===== src/rtl/div_pkg.sv =====
// rtl/div_pkg.sv - shared divider-side constants and FSM state type
package div_pkg;

  localparam int DIV_WIDTH = 16;

  typedef enum logic [1:0] {
    ST_IDLE = 2'd0,
    ST_RUN  = 2'd1,
    ST_DONE = 2'd2
  } div_state_e;

endpackage


===== src/rtl/div_reconstruct.sv =====
// rtl/div_reconstruct.sv - sequential u = q*v + r dividend reconstruction, radix-2 shift-add
// Optional operand range check selected by DIV_RECONSTRUCT_CHECK_EN.
module div_reconstruct
  import div_pkg::*;
#(
  parameter int WIDTH = DIV_WIDTH
) (
  input  logic                 clk,
  input  logic                 rst,
  input  logic                 in_valid,
  output logic                 in_ready,
  input  logic [WIDTH-1:0]     q,
  input  logic [WIDTH-1:0]     v,
  input  logic [WIDTH-1:0]     r,
  output logic                 out_valid,
  input  logic                 out_ready,
  output logic [2*WIDTH-1:0]   u,
  output logic                 range_err
);

  localparam int CW = (WIDTH > 1) ? $clog2(WIDTH) : 1;
  localparam logic [CW-1:0] LAST = CW'(WIDTH - 1);

  div_state_e         state_q, state_d;
  logic [CW-1:0]      cnt_q, cnt_d;
  logic [WIDTH-1:0]   q_q, q_d;
  logic [WIDTH-1:0]   v_q, v_d;
  logic [2*WIDTH-1:0] acc_q, acc_d;
  logic [2*WIDTH-1:0] addend;

  // Partial product for the current multiplier bit; the accumulator starts at r.
  assign addend = q_q[cnt_q] ? ({{WIDTH{1'b0}}, v_q} << cnt_q) : '0;

  always_comb begin
    state_d   = state_q;
    cnt_d     = cnt_q;
    q_d       = q_q;
    v_d       = v_q;
    acc_d     = acc_q;
    in_ready  = 1'b0;
    out_valid = 1'b0;
    unique case (state_q)
      ST_IDLE: begin
        in_ready = 1'b1;
        if (in_valid) begin
          q_d     = q;
          v_d     = v;
          acc_d   = {{WIDTH{1'b0}}, r};
          cnt_d   = '0;
          state_d = ST_RUN;
        end
      end
      ST_RUN: begin
        acc_d = acc_q + addend;
        if (cnt_q == LAST) begin
          cnt_d   = '0;
          state_d = ST_DONE;
        end else begin
          cnt_d = cnt_q + CW'(1);
        end
      end
      ST_DONE: begin
        out_valid = 1'b1;
        if (out_ready) begin
          state_d = ST_IDLE;
        end
      end
      default: state_d = ST_IDLE;
    endcase
  end

  always_ff @(posedge clk or posedge rst) begin
    if (rst) begin
      state_q <= ST_IDLE;
      cnt_q   <= '0;
      q_q     <= '0;
      v_q     <= '0;
      acc_q   <= '0;
    end else begin
      state_q <= state_d;
      cnt_q   <= cnt_d;
      q_q     <= q_d;
      v_q     <= v_d;
      acc_q   <= acc_d;
    end
  end

  assign u = acc_q;

`ifdef DIV_RECONSTRUCT_CHECK_EN
  logic err_q;

  // Captured from the raw operands on the accepting edge, held through DONE.
  always_ff @(posedge clk or posedge rst) begin
    if (rst) begin
      err_q <= 1'b0;
    end else if (in_valid && in_ready) begin
      err_q <= (v == '0) || (r >= v);
    end
  end

  assign range_err = err_q;
`else
  assign range_err = 1'b0;
`endif

endmodule

===== config.mk =====
export PLATFORM = sky130hd
export DESIGN_NAME = div_reconstruct
export DESIGN_NICKNAME = d
export VERILOG_FILES = /design/src/rtl/div_pkg.sv /design/src/rtl/div_reconstruct.sv
export SDC_FILE = /design/constraint.sdc
export NUM_CORES = 1
export LEC_CHECK = 0
export CORE_ASPECT_RATIO = 0.6
export CORE_UTILIZATION = 31
export CTS_BUF_LIST = sky130_fd_sc_hd__clkbuf_4 sky130_fd_sc_hd__clkbuf_8
export DETAILED_ROUTE_END_ITERATION = 6
export MAX_ROUTING_LAYER = met4
export PLACE_DENSITY_LB_ADDON = 0.12
export REMOVE_ABC_BUFFERS = 1
export SYNTH_ARGS = -nofsm -noshare
export SYNTH_HDL_FRONTEND = slang
export SYNTH_SLANG_ARGS = --single-unit

===== constraint.sdc =====
create_clock -name clk -period 6.75 [get_ports clk]
set_clock_uncertainty 0.05 [all_clocks]
set_input_delay 0.675 -clock clk [delete_from_list [all_inputs] [get_ports clk]]
set_output_delay 0.675 -clock clk [all_outputs]
set_load 0.05 [all_outputs]

Word-level counts from Yosys, hierarchy flattened
Index checks and enable logic that the tools add are counted.

storage, ports and cells
  flip-flop bits (word level) = 70
  latch bits = 0
  memory bits (writable) = 0
  memory bits (read-only) = 0
  bits of input ports = 52
  output and inout bits = 35
  logic and storage cells = 34
  memories = 0

operators by class
  add/subtract/negate cells = 2
  multipliers = 0
  div/mod/pow operators = 0
  order comparisons = 1
  eq/ne operators = 6
  shift operators = 1
  multiplexer cells = 14
  bitwise operators = 0
  reduce and logical (&&, ||, !) cells = 5

operator list
  operator                                              count
  2-to-1 mux 32 bit                                     2
  one-hot mux 32 bit (2 select lines)                   1
  adder 32 bit                                          1
  left shift 16 x 4 -> 32 bit                           1
  2-to-1 mux 4 bit                                      2
  one-hot mux 4 bit (2 select lines)                    1
  2-to-1 mux 2 bit                                      3
  inequality test 2 bit (second input constant)         3
  one-hot mux 2 bit (3 select lines)                    1
  < comparator 4 x 5 -> 1 bit (second input constant)   1
  adder 4 x 1 -> 4 bit (second input constant)          1
  binary-select mux 1 bit (select 4 bit)                1
  equality test 4 bit (second input constant)           1
  AND reduction 2 bit                                   2
  2-to-1 mux 1 bit                                      3
  AND reduction 3 bit                                   1
  equality test 2 x 1 -> 1 bit (second input constant)  1
  equality test 2 bit (second input constant)           1
  logical NOT 2 bit                                     1
  nonzero test 2 bit                                    1

Logic depth before layout (Yosys ltp)
Gate-level depths: netlist of run 1.

  depth in word-level cells = 5
  depth in mapped cells = 19
  depth with buffers taken out = 16

Worst setup path after synthesis of run 1
Ideal clock, no wire load.

  kind = register -> register
  start point = register cnt_q[0]
  end point = register acc_q[31] (netlist: u[31])
  library setup time = 84 ps
  arrival time = 3596 ps
  data required time = 6616 ps
  setup slack = 3019 ps
  cell stages (with the launch flop) = 18
  buffers on the path = 3
  period minus slack after synthesis = 3731 ps
  cells stage by stage = dfrtp_1 > buf_2 > mux4_2 > nand2_1 > a21o_1 > nor2b_1 > buf_4 > nor2_1 > ha_1 > clkbuf_2 > nand4_2 > a211oi_2 > a21oi_2 > o221ai_2 > a41o_2 > nand2_1 > a21oi_1 > mux2i_1

between the ends
  cells in the longest elaborated chain, start to end = 5
  elaborated cells between the ends (all ways) = 6
  those cells by class = add/sub: 1; shift: 1; mux: 4

ends and longest elaborated chain
  item                                    line                   text
  start, declared                         div_reconstruct.sv:25  logic [CW-1:0] cnt_q, cnt_d;
  start signal, assigned                  div_reconstruct.sv:81  cnt_q <= cnt_d;
  binary-select mux 1 bit (select 4 bit)  div_reconstruct.sv:32  assign addend = q_q[cnt_q] ? ({{WIDTH{1'b0}}, v_q} << cnt_q) : '0;
  2-to-1 mux 1 bit (not written as such)  div_reconstruct.sv:32
  2-to-1 mux 32 bit *                     div_reconstruct.sv:32
  adder 32 bit *                          div_reconstruct.sv:54  acc_d = acc_q + addend;
  one-hot mux 32 bit (2 select lines) *   div_reconstruct.sv:42  unique case (state_q)
  end signal, assigned                    div_reconstruct.sv:78  acc_q <= '0;
  end signal, assigned                    div_reconstruct.sv:84  acc_q <= acc_d;
  end, declared                           div_reconstruct.sv:28  logic [2*WIDTH-1:0] acc_q, acc_d;

Every way passes the cells marked *; elsewhere a longest branch is shown, timed or not. The select of a mux whose other input is x is not followed.
A chain may end at the register's enable or synchronous reset.

Final worst setup path of run 1
Ends and elaborated chain as after synthesis.

==> metrics, run 1 <==
CP max stage cell nor2b_1; nets around 810; crit path kind flop to flop; I/O Buffers 85; Largest delay share family, worst path compound AO/OA/AOI/OAI gates; Slew Viols, Final 0; share of layout cells above drive strength 1 0.07377; Worst-Margin Slew 1.118 ns; GPL Wtd Cong 0.9016; core area 0.01713 mm^2; Post-CTS Setup Bufs 0; crit-path max FO 22; area grow syn2layout 22.26%; Synth top cells by count nand2_1, dfrtp_1, o21ai_0; Tmin final 5.150 ns; post-synthesis cell type count 61; Max Buffers Root-to-Sink 2; total gr overflow 0; largest area contributor in the netlist dfrtp_1; top cell type's share of synthesized area 0.3226; initial antenna violation count 0; Mean Syn Cell Area 8.153 um^2; worst-skew pair later-pin latency 0.36 ns; initial core utilization 0.3170; ANT nets after route 0; Vias 4963; dpl cells 950; most frequent cell after synthesis nand2_1; startpoint types flop; cts bufs inserted 9; Max Cap Violations 0; post-cts gate resize count 0; detailed-route vias per instance between 5 and 6; number of diodes 0; Initial DRC Count approximately 400; Setup WS post-layout 1.600 ns; iteration count of the initial detailed-routing pass 5; CTS tree built; CP Data Arrival Time 5.39 ns; Warnings, synthesis 0; Sink Count 70; Post-synth EDFFs 0; critical path cell sequence buf_4 > mux2i_1 > o21ai_0 > o221ai_1 > nor2_1 > nor2b_1 > nor2_1 > ha_1 > nand4_2 > a211oi_2 > a21oi_2 > o221ai_2 > a41o_2 > nand2_1 > a21oi_1 > mux2i_1; Final Setup Violations 0; Post-synth top flop dfrtp_1; die extent in x 172.9 um; register area share after synthesis 0.3226; CP required 6.99 ns; Max Clk Rate between 0.15 and 0.2 GHz; WL final approximately 17000 um; Hold Vio Cnt, Final 0; number of H-tree levels 3; crit share post-route 0.7630; row cnt 37; dpl ws roughly 1.6 ns; fraction of registers with async set/reset 1.000; Root Buffer clkbuf_8; WP buf/inv 1; CP endpoint kind flop; Mapped Area roughly 0.0054 mm^2; Synth Register Bits 70; global-route wire length before repair 27220 um; DP HPWL roughly 13000 um; drt wl/cell 17.33 um; setup TNS 0 ns; synth top area cells dfrtp_1, nand2_1, ha_1; RSZ-0062 raised after global routing no; overall routing resource usage 0.1961; highest cell delay on the worst timing path 0.87 ns; DR DRC count 0; CTS Hold Bufs 0; Rel. slew slack 0.2531; Mapped Cells ~670; vias in the first global route 4862; die height 104.5 um; Die ar. 0.01807 mm^2; Ports 87; final non-filler cell total just under 1000; outcome finished clean; maximum number of pins on one net before global-route repair 71; hold crit path type flop to flop; clock-pin slew on the worst setup and hold paths 0.09 ns
==> cell usage in the layout, fill, tap and decap left out, types with 18 or more instances in the layout <==
cell,count
nand3_1,18
mux2i_1,29
clkdlybuf4s50_1,85
ha_1,32
dfrtp_1,70
nor2_1,45
o21ai_0,47
nand2_1,148
a21oi_1,46
==> registers in the layout, indices dropped and copies added, names as in the netlist <==
register and flops:
u 32, q_q 16, state_q 2, cnt_q 4, v_q 16
==> layer usage <==
metal / vias to the layer above / wire length, um / GRT usage
met5: - / 0 / -
met1: 2328 / 9258 / 0.3032
li1: 2486 / - / -
met4: 0 / 147 / 0.03856
met2: 133 / 6507 / 0.2598
met3: 16 / 827 / 0.03472
==> area by class of cell <==
type / count / area [um^2]
well taps: 234 / 292.8
fillers: 1789 / 10490
clock buffers: 9 / 123.9
clock inverters: 7 / 56.30
multi-input cells: 541 / 3451
flip-flops and latches: 70 / 1752
repair buffers: 95 / 925.9
inverters: 10 / 37.54
==> tightest hold or removal path, delay by kind of cell, from the launching register on <==
kind	cells	cell delay [ns]
flip-flops	1	0.36
AND/OR/NAND/NOR	2	0.10
==> cells by family (layout without fill, tap and decap cells) <==
group | after synthesis | in the layout | synth area share
buffers and inverters | 55 | 121 | 0.04217
adder cells (fa/ha/maj) | 33 | 33 | 0.07742
AND/OR/NAND/NOR | 263 | 263 | 0.2141
flip-flops | 70 | 70 | 0.3226
other | 1 | 1 | 0.0006906
multiplexers | 43 | 43 | 0.09493
AO/OA/AOI/OAI | 174 | 174 | 0.2046
XOR/XNOR | 27 | 27 | 0.04355
==> worst paths after layout <==
kind                       slack (ns)  cells after the start                  from                  end
max                              1.60                     16  cnt_q[0]$_DFFE_PP0P_    u[31]$_DFFE_PP0P_
min                              0.44                      2    q_q[4]$_DFFE_PP0P_   q_q[4]$_DFFE_PP0P_
max reg2reg                      1.60                     16  cnt_q[0]$_DFFE_PP0P_    u[31]$_DFFE_PP0P_
min reg2reg                      0.44                      2    q_q[4]$_DFFE_PP0P_   q_q[4]$_DFFE_PP0P_
max in group asynchronous        5.17                      3                   rst  v_q[11]$_DFFE_PP0P_
min in group asynchronous        0.88                      3                   rst     u[2]$_DFFE_PP0P_
==> metrics by stage <==
stage,utilization,hold WS [ns],area [um^2]
after floorplan,-,0.3901,5239
after global placement,0.3771,0.4175,6459
after detailed placement,0.3771,0.4286,6459
after CTS,0.3876,0.4543,6639
after global routing,0.3876,0.4779,6639
final,0.3876,0.4428,6639
Power of run 1 is left out: the tool's default activity adds up to more than one toggle a clock period on the data nets, which glitch-free logic cannot reach.
==> inputs of run 2 (changes only) <==
Clock period 6.75 ns to 4.2 ns, I/O delays scaled along.
==> run 2 against run 1 <==
Effect of this change: via count up 3.4%; first-iteration DRC count fell by 31%; setup slack lost 1.3 ns; largest cell class unchanged.
==> metrics, run 2 (synthesis gave the netlist of run 1 again) <==
GPL Wtd Cong approximately 0.88; critical path cell sequence buf_4 > mux2i_1 > o21ai_0 > o221ai_1 > nor2_2 > nor2b_1 > buf_4 > a211oi_1 > ha_1 > a21o_1 > a21o_1 > a21o_1 > a21oi_1 > nand3_1 > a221oi_1 > xor2_1 > o21ai_0; Setup crit start cnt_q[0]$_DFFE_PP0P_; CTS tree built; worst-skew pair later-pin latency 0.36 ns; number of diodes 0; max FFs per register 32; WL final 17470 um; hold crit path type input pin to async pin; area grow syn2layout 26.80%; Max Cap Violations 0; core area 0.01713 mm^2; most frequent cells in the layout nand2_1, clkdlybuf4s50_1, dfrtp_1; startpoint types flop; CP endpoint kind flop; cts bufs inserted 9; global-route wire length before repair 28400 um; Max Buffers Root-to-Sink 2; setup slack, reg-to-reg between 0.2 and 0.3 ns; clock-pin slew on the worst setup and hold paths 0.09 ns; overall routing resource usage 0.2058; Worst-Margin Slew 1.096 ns; Final Setup Violations 0; CP max stage cell dfrtp_2; Rel. slew slack 0.2668; iteration count of the initial detailed-routing pass 5; number of H-tree levels 3; RSZ-0062 raised after global routing no; crit path kind flop to flop; RR Startpoint cnt_q[0]$_DFFE_PP0P_; Initial DRC Count between 200 and 300; row cnt 37; total gr overflow 0; share of layout cells above drive strength 1 0.1076; ANT nets after route 0; Max Clk Rate 0.2543 GHz; Ports 87; CP Data Arrival Time 4.11 ns; Vias 5130; Worst R2R Path Depth 17; Fillers 1775; maximum number of pins on one net before global-route repair 52; DP HPWL ~14000 um; Tmin final 3.933 ns; Hold Vio Cnt, Final 0; initial antenna violation count 1; Slew Viols, Final 0; crit-path max FO 15; detailed-route vias per instance 5.198; vias in the first global route 5021; highest cell delay on the worst timing path 0.48 ns; Setup WS post-layout 0.2670 ns; Die ar. 0.01807 mm^2; crit share post-route 0.9364; setup TNS 0 ns; outcome finished clean; Sink Count 70; Worst Hold Slack 0.3839 ns; I/O Buffers 85; die extent in x around 170 um; CP required 4.38 ns; R2R Path End u[28]$_DFFE_PP0P_; nets 833; most common cell after layout, fill and taps aside nand2_1; DR DRC count 0; drt wl/cell ~18 um; die height 104.5 um; initial core utilization 0.3170; dpl ws 0.1330 ns; cell mode on critical path a21o_1; Root Buffer clkbuf_8; CTS Hold Bufs 0
run 2: cell count changes in the layout (fill, tap and decap cells not counted), sizes merged:
cell	previous run	this run
clkinvlp	4	1
bufinv	0	2
clkinv	0	1
buf	10	31
run 2: layer usage:
metal,share of wire,track usage,wire (um)
met3,0.050,0.04020,866
met2,0.39,0.2733,6778
met1,0.56,0.3178,9735
met4,0.0050,0.03350,88
met5,0,-,0
run 2: stage by stage:
step / std cells / area [um^2] / utilization
CTS: 985 / 6840 / 0.3993
finish: 987 / 6885 / 0.4020
global placement: 969 / 6614 / 0.3861
detailed placement: 969 / 6614 / 0.3861
global route: 987 / 6885 / 0.4020
floorplan: 621 / 5239 / -
run 2: worst max path at each step:
stage	depth (start not counted)	slack, ns	end
2_1_floorplan	14	-0.35	u[25]$_DFFE_PP0P_
3_3_place_gp	16	0.21	u[27]$_DFFE_PP0P_
3_5_place_dp	17	0.13	u[31]$_DFFE_PP0P_
4_1_cts	17	0.11	u[31]$_DFFE_PP0P_
5_1_grt	17	0.02	u[27]$_DFFE_PP0P_
6_report	17	0.27	u[28]$_DFFE_PP0P_
run 2: critical path, delay by kind of cell (launching register included):
kind / cells / cell delay (ns)
buffers and inverters: 2 / 0.36
flip-flops: 1 / 0.48
XOR/XNOR: 1 / 0.19
adder cells (fa/ha/maj): 1 / 0.31
AND/OR/NAND/NOR: 3 / 0.45
AO/OA/AOI/OAI: 9 / 1.85
multiplexers: 1 / 0.12
run 2: repair_timing:
action / CTS / global route
setup buffers: 0 / 2
gates resized for setup: 0 / 7
endpoints found under the hold margin: 0 / 0
setup endpoints to repair: 0 / 10
run 2: cell type report:
cell class	instances	area, um^2	area share
well taps	234	292.8	0.04252
inverters	10	37.54	0.005452
flip-flops and latches	70	1753	0.2546
repair buffers	116	1096	0.1592
multi-input cells	541	3480	0.5054
clock inverters	7	102.6	0.01490
clock buffers	9	123.9	0.01799
Power of run 2 is left out for the same reason.
